File: config.mk
export PLATFORM = sky130hd
export DESIGN_NAME = uart_tx_sched
export DESIGN_NICKNAME = d
export VERILOG_FILES = /design/src/rtl/uart_dbg_pkg.sv /design/src/rtl/rr_pick.sv /design/src/rtl/uart_tx_sched.sv
export SDC_FILE = /design/constraint.sdc
export NUM_CORES = 1
export LEC_CHECK = 0
export ABC_AREA = 0
export BUFFER_PORTS_ARGS = -buffer_cell sky130_fd_sc_hd__buf_4
export CORE_ASPECT_RATIO = 1.75
export CORE_MARGIN = 1.5
export CORE_UTILIZATION = 45
export DETAILED_ROUTE_END_ITERATION = 16
export GPL_TIMING_DRIVEN = 1
export PLACE_DENSITY = 0.73
export SYNTH_ARGS = -nofsm -noshare
export SYNTH_HDL_FRONTEND = slang
export SYNTH_SLANG_ARGS = --single-unit
File: constraint.sdc
create_clock -name clk -period 2 [get_ports clk]
set_clock_uncertainty 0.05 [all_clocks]
set_input_delay 0.1 -clock clk [delete_from_list [all_inputs] [get_ports clk]]
set_output_delay 0.1 -clock clk [all_outputs]
set_load 0.005 [all_outputs]
File: src/rtl/uart_dbg_pkg.sv
`default_nettype none
// ============================================================================
//  Module      : uart_dbg_pkg
//  Description : Shared types and constants for the serial debug unit.
//  Revision    : 1.0 - initial release
// ============================================================================
package uart_dbg_pkg;

    typedef enum logic [1:0] {
        IDLE = 2'd0,
        SEND = 2'd1,
        GAP  = 2'd2
    } tx_sched_state_t;

    // One bit time at 9600 baud from a 50 MHz clock.
    localparam int BIT_TICKS = 5208;

    // Width of a counter that must hold 0..max_val, never narrower than 1 bit.
    function automatic int cnt_width(input int max_val);
        return (max_val < 1) ? 1 : $clog2(max_val + 1);
    endfunction

endpackage
`default_nettype wire

File: src/rtl/rr_pick.sv
`default_nettype none
// ============================================================================
//  Module      : rr_pick
//  Description : Rotating priority encoder; first set request after ptr.
//  Revision    : 1.0 - initial release
// ============================================================================
module rr_pick #(
    parameter int NREQ = 4,
    parameter int IW   = $clog2(NREQ)
) (
    input  logic [NREQ-1:0] req,
    input  logic [IW-1:0]   ptr,
    output logic [IW-1:0]   idx,
    output logic            any
);

    // Scan from the farthest position down so the nearest one after ptr wins.
    always_comb begin
        idx = '0;
        any = 1'b0;
        for (int k = NREQ; k >= 1; k--) begin
            if (req[(int'(ptr) + k) % NREQ]) begin
                idx = IW'((int'(ptr) + k) % NREQ);
                any = 1'b1;
            end
        end
    end

endmodule
`default_nettype wire

File: src/rtl/uart_tx_sched.sv
`default_nettype none
// ============================================================================
//  Module      : uart_tx_sched
//  Description : Message-level round-robin scheduler in front of the UART TX.
//                Optional stall abort built when TX_TIMEOUT_EN is defined.
//  Revision    : 1.0 - initial release
// ============================================================================
module uart_tx_sched
    import uart_dbg_pkg::*;
#(
    parameter int NREQ      = 4,
    parameter int GAP_TICKS = BIT_TICKS,
    parameter int TIMEOUT   = 65535
) (
    input  logic                    clk,
    input  logic                    rst,
    input  logic [NREQ-1:0]         req,
    input  logic [8*NREQ-1:0]       data,
    input  logic [NREQ-1:0]         last,
    output logic [NREQ-1:0]         ack,
    output logic [7:0]              tx_data,
    output logic                    tx_vld,
    input  logic                    tx_rdy,
    output logic                    busy,
    output logic [$clog2(NREQ)-1:0] grant_id,
    output logic                    err_timeout
);

    localparam int IW         = $clog2(NREQ);
    localparam int GW         = cnt_width(GAP_TICKS);
    localparam int c_gap_last = (GAP_TICKS > 0) ? GAP_TICKS - 1 : 0;

    tx_sched_state_t r_state, w_state_nxt;

    logic [IW-1:0]   r_ptr;
    logic [IW-1:0]   r_grant_id;
    logic [NREQ-1:0] r_ack;
    logic [7:0]      r_tx_data;
    logic            r_tx_vld;
    logic            r_last;
    logic            r_busy;
    logic [GW-1:0]   r_gap_cnt;

    logic [IW-1:0]   w_pick;
    logic            w_any;
    logic            w_sel_req;
    logic            w_sel_last;
    logic [7:0]      w_sel_data;
    logic            w_capture;
    logic            w_xfer;
    logic            w_gap_done;
    logic            w_tmo_hit;

    rr_pick #(
        .NREQ (NREQ),
        .IW   (IW)
    ) u_rr_pick (
        .req  (req),
        .ptr  (r_ptr),
        .idx  (w_pick),
        .any  (w_any)
    );

    always_comb begin
        w_sel_req  = 1'b0;
        w_sel_last = 1'b0;
        w_sel_data = 8'h00;
        for (int i = 0; i < NREQ; i++) begin
            if (IW'(i) == r_grant_id) begin
                w_sel_req  = req[i];
                w_sel_last = last[i];
                w_sel_data = data[8*i +: 8];
            end
        end
    end

    assign w_capture  = (r_state == SEND) && !r_tx_vld && w_sel_req;
    assign w_xfer     = (r_state == SEND) && r_tx_vld && tx_rdy;
    assign w_gap_done = (r_state == GAP) && (r_gap_cnt == GW'(c_gap_last));

`ifdef TX_TIMEOUT_EN
    localparam int TW         = cnt_width(TIMEOUT);
    localparam int c_tmo_last = (TIMEOUT > 0) ? TIMEOUT - 1 : 0;

    logic [TW-1:0] r_tmo_cnt;
    logic          r_err_timeout;
    logic          w_starved;

    // Starved: nothing in flight and the grantee has nothing to offer.
    assign w_starved = (r_state == SEND) && !r_tx_vld && !w_sel_req;
    assign w_tmo_hit = w_starved && (r_tmo_cnt == TW'(c_tmo_last));

    always_ff @(posedge clk) begin
        if (rst) begin
            r_tmo_cnt     <= '0;
            r_err_timeout <= 1'b0;
        end else begin
            r_err_timeout <= w_tmo_hit;
            if ((r_state != SEND) || w_capture || w_tmo_hit) begin
                r_tmo_cnt <= '0;
            end else if (w_starved && (r_tmo_cnt != TW'(TIMEOUT))) begin
                r_tmo_cnt <= r_tmo_cnt + 1'b1;
            end
        end
    end

    assign err_timeout = r_err_timeout;
`else
    assign w_tmo_hit   = 1'b0;
    assign err_timeout = 1'b0;
`endif

    always_ff @(posedge clk) begin
        if (rst) begin
            r_state <= IDLE;
        end else begin
            r_state <= w_state_nxt;
        end
    end

    always_comb begin
        w_state_nxt = r_state;
        case (r_state)
            IDLE: begin
                if (w_any) begin
                    w_state_nxt = SEND;
                end
            end
            SEND: begin
                if ((w_xfer && r_last) || w_tmo_hit) begin
                    w_state_nxt = (GAP_TICKS == 0) ? IDLE : GAP;
                end
            end
            GAP: begin
                if (w_gap_done) begin
                    w_state_nxt = IDLE;
                end
            end
            default: w_state_nxt = IDLE;
        endcase
    end

    always_ff @(posedge clk) begin
        if (rst) begin
            r_ptr      <= IW'(NREQ - 1);
            r_grant_id <= '0;
            r_ack      <= '0;
            r_tx_data  <= 8'h00;
            r_tx_vld   <= 1'b0;
            r_last     <= 1'b0;
            r_busy     <= 1'b0;
        end else begin
            r_ack  <= '0;
            r_busy <= (w_state_nxt != IDLE);
            if ((r_state == IDLE) && w_any) begin
                r_grant_id <= w_pick;
                r_ptr      <= w_pick;
            end
            if (w_capture) begin
                r_tx_data <= w_sel_data;
                r_tx_vld  <= 1'b1;
                r_last    <= w_sel_last;
                r_ack     <= NREQ'(1) << r_grant_id;
            end
            if (w_xfer) begin
                r_tx_vld <= 1'b0;
            end
        end
    end

    always_ff @(posedge clk) begin
        if (rst || (r_state != GAP) || w_gap_done) begin
            r_gap_cnt <= '0;
        end else begin
            r_gap_cnt <= r_gap_cnt + 1'b1;
        end
    end

    assign ack      = r_ack;
    assign tx_data  = r_tx_data;
    assign tx_vld   = r_tx_vld;
    assign busy     = r_busy;
    assign grant_id = r_grant_id;

endmodule
`default_nettype wire

==> results.md <==
- Critical Path Fanout Max: 11
- Resize count post-CTS: 0
- Largest net degree at the start of global routing: 22
- Hold buffers post-CTS: 0
- Layout cells sized above 1: 0.351
- Total Routing Usage GR: 0.210
- Area of the core: 3660 um2
- Synth Register Bits: 34
- Root buffer cell: clkbuf_8
- IO Pins: 60
- Setup CP Type: flip-flop to flip-flop
- Rows: 29
- Synthesized area per cell: 9.27 um2
- P per Cell Area: 722 nW/um2
- RR Endpoint: tx_data[6]
- Library cells used by synthesis: 42
- DR DRC count: 0
- Worst Setup End Kind: flip-flop
- Post-Layout Cell Count: 291
- WL final: roughly 4200 um
- H-tree depth: 2
- Nets: approximately 290
- Routed via count: roughly 1,600
- Cell count after placement: between 200 and 300
- Grt total ovfl: 0
- Min Tclk post-route: 1.72 ns
- Normalized max-slew margin: 0.631
- First drt pass iteration count: 4
- Least-Margin Pin Slew: ~0.55 ns
- Final HPWL DP: 3150 um
- Initial DRC Count: 60
- Area grow syn2layout: 32.4%
- # fillers: between 300 and 400
- Number of post-CTS setup repair buffers: 0
- Die area: ~4300 um2
- Peak VDD IR: about 0.5 mV
- Synth Flop Type: dfxtp_1
- Sequential area share after synthesis: 0.389
- CP top delay family: compound AO/OA/AOI/OAI gates
- Net Count, Synth: between 200 and 250
- Top-area cell type share of the netlist area: 0.389
- Synth warn: 0
- Final ANT Viol Nets: 0
- Final core occ: 0.633
- Max clock buf depth: 2
- Reg-to-reg startpoint: grant_id[0]
- Max Cap Viol: 0
- Initial antenna violation count: 0
- Fin. Hold Viols: 0
- Synth Instances: between 150 and 200
- Die width: roughly 50 um
- Setup_tns: 0 ns
- Wire per inst: 14.5 um
- N_diodes: 0
- Fraction of registers with async set/reset: 0
- CP bufs+invs: 0
- Input/output buffers: 58
- Run status: complete, no violations
- Worst path max stage delay: around 0.46 ns
- Area contributors post-synth: dfxtp_1, mux4_2, nand3_1
- Post-Syn Area: 1750 um2
- Fin crit share: 0.860
- Slowest-stage cell, CP: dfxtp_1
- Starting Density: 0.478
- Max Fclk: 0.581 GHz
- Clk sinks: 34
- CP cell instances: mux2_2, o221ai_2, o21ai_0, a21oi_1
- Clock latency on the worst-skew pair: roughly 0.29 ns
- Critical Path AT: around 1.9 ns
- Via/cell ratio: ~5.6
- WP data required: 2.17 ns
- Setup slack, reg-to-reg: roughly 0.28 ns
- Setup crit start kind: flip-flop
- Post-synth EDFFs: 0
- CTS tree: built
- Reg clk slew, reported paths: 0.07 ns
- Max Slew Vio Count: 0
- Worst hold endpoint: ack[3]
- RSZ-0062 raised after global routing: no
- Number of buffers created by CTS: 5
- First-pass GRT wire length: about 6900 um
- Leading area contributor after synthesis: dfxtp_1
- Reg2Reg Depth: 4
- LEAKAGE: 0.898 nW
- Final Setup Violations: 0
- Beginning of the worst hold path: req[3]
- Hold Path Depth: 3
- RePlAce Congestion: 0.814
- Hold Path Class: primary input to flip-flop
- Vias in the first global route: around 1,600
- Die Ht: between 80 and 90 um
cell usage after synthesis (4+ instances only):
cell type  count
dfxtp_1       34
nor2_1        19
nand3_1       18
a21oi_1       15
o21ai_0       13
mux4_2         9
nand2_1        7
buf_2          6
nor4b_1        5
xnor2_1        5
xor2_1         5
clkbuf_1       4
inv_1          4
nor3_1         4
registers in the layout, summed over array words and instances (netlist names):
register and cells:
ack 4, busy 1, grant_id 2, r_gap_cnt 13, r_last 1, r_ptr 2, r_state 2, tx_data 8
tx_vld 1
worst max-delay path by stage:
| stage | from | to | depth (start not counted) |
|---|---|---|---|
| floorplan | grant_id[0] | tx_data[0] | 5 |
| global placement | grant_id[0] | tx_data[5] | 4 |
| detailed placement | grant_id[0] | tx_data[6] | 5 |
| CTS | grant_id[0] | tx_data[6] | 5 |
| global route | grant_id[0] | tx_data[5] | 5 |
| finish | grant_id[0] | tx_data[6] | 4 |
routing by layer:
layer	wire length (um)	share of wire	up-vias	global-route usage
met5	0	0	-	0
met3	264	0.062	5	0.0610
li1	-	-	803	-
met1	1740	0.41	759	0.239
met4	76	0.018	0	0.0934
met2	2160	0.51	52	0.358
tightest hold or removal path, delay by kind of cell:
family | cells | cell delay, ns
buf+inv | 2 | 0.22
simple gates | 1 | 0.05
through the flow:
step	setup slack, ns	hold slack (ns)	total power, mW	instance area [um2]
floorplan	0.458	0.247	0.923	1750
finish	0.279	0.0812	1.67	2320
global placement	0.363	0.377	1.05	2210
global route	0.0668	0.0945	1.75	2320
CTS	0.258	0.0699	1.69	2320
detailed placement	0.266	0.372	1.05	2210
cells by family (layout without fill, tap and decap cells):
family | after synthesis | count (layout) | synth area share
AO/OA/AOI/OAI | 36 | 36 | 0.127
XOR/XNOR | 10 | 10 | 0.0500
flip-flops | 34 | 34 | 0.389
AND/OR/NAND/NOR | 79 | 79 | 0.251
adder cells (fa/ha/maj) | 1 | 1 | 0.00714
other | 1 | 1 | 0.00214
multiplexers | 10 | 10 | 0.122
buffers and inverters | 18 | 74 | 0.0514
where the power goes:
part	internal, mW	leakage, nW	switching, mW
Combinational	0.175	0.564	0.120
Clock	0.398	0.0573	0.238
Sequential	0.708	0.277	0.0358
Total	1.28	0.898	0.393
final cells by class:
type / instances / area (um2) / share of cell area
timing repair buffer: 63 / 473 / 0.204
clock inverter: 1 / 30.0 / 0.0129
inverter: 4 / 15.0 / 0.00647
clock buffer: 6 / 82.6 / 0.0356
tap: 46 / 57.6 / 0.0248
sequential: 34 / 681 / 0.293
multi-input combinational: 137 / 981 / 0.423
layout by cell type (no fill, tap or decap), types with 4 or more instances in the layout:
cell,instances
clkbuf_8,6
mux4_2,9
dfxtp_1,34
buf_4,63
nand3_1,18
a21oi_1,15
nand2_1,7
inv_1,4
xor2_1,5
nor3_1,4
nor4b_1,5
o21ai_0,13
nor2_1,19
xnor2_1,5
Note: power is estimated with default switching activity, not from simulation.
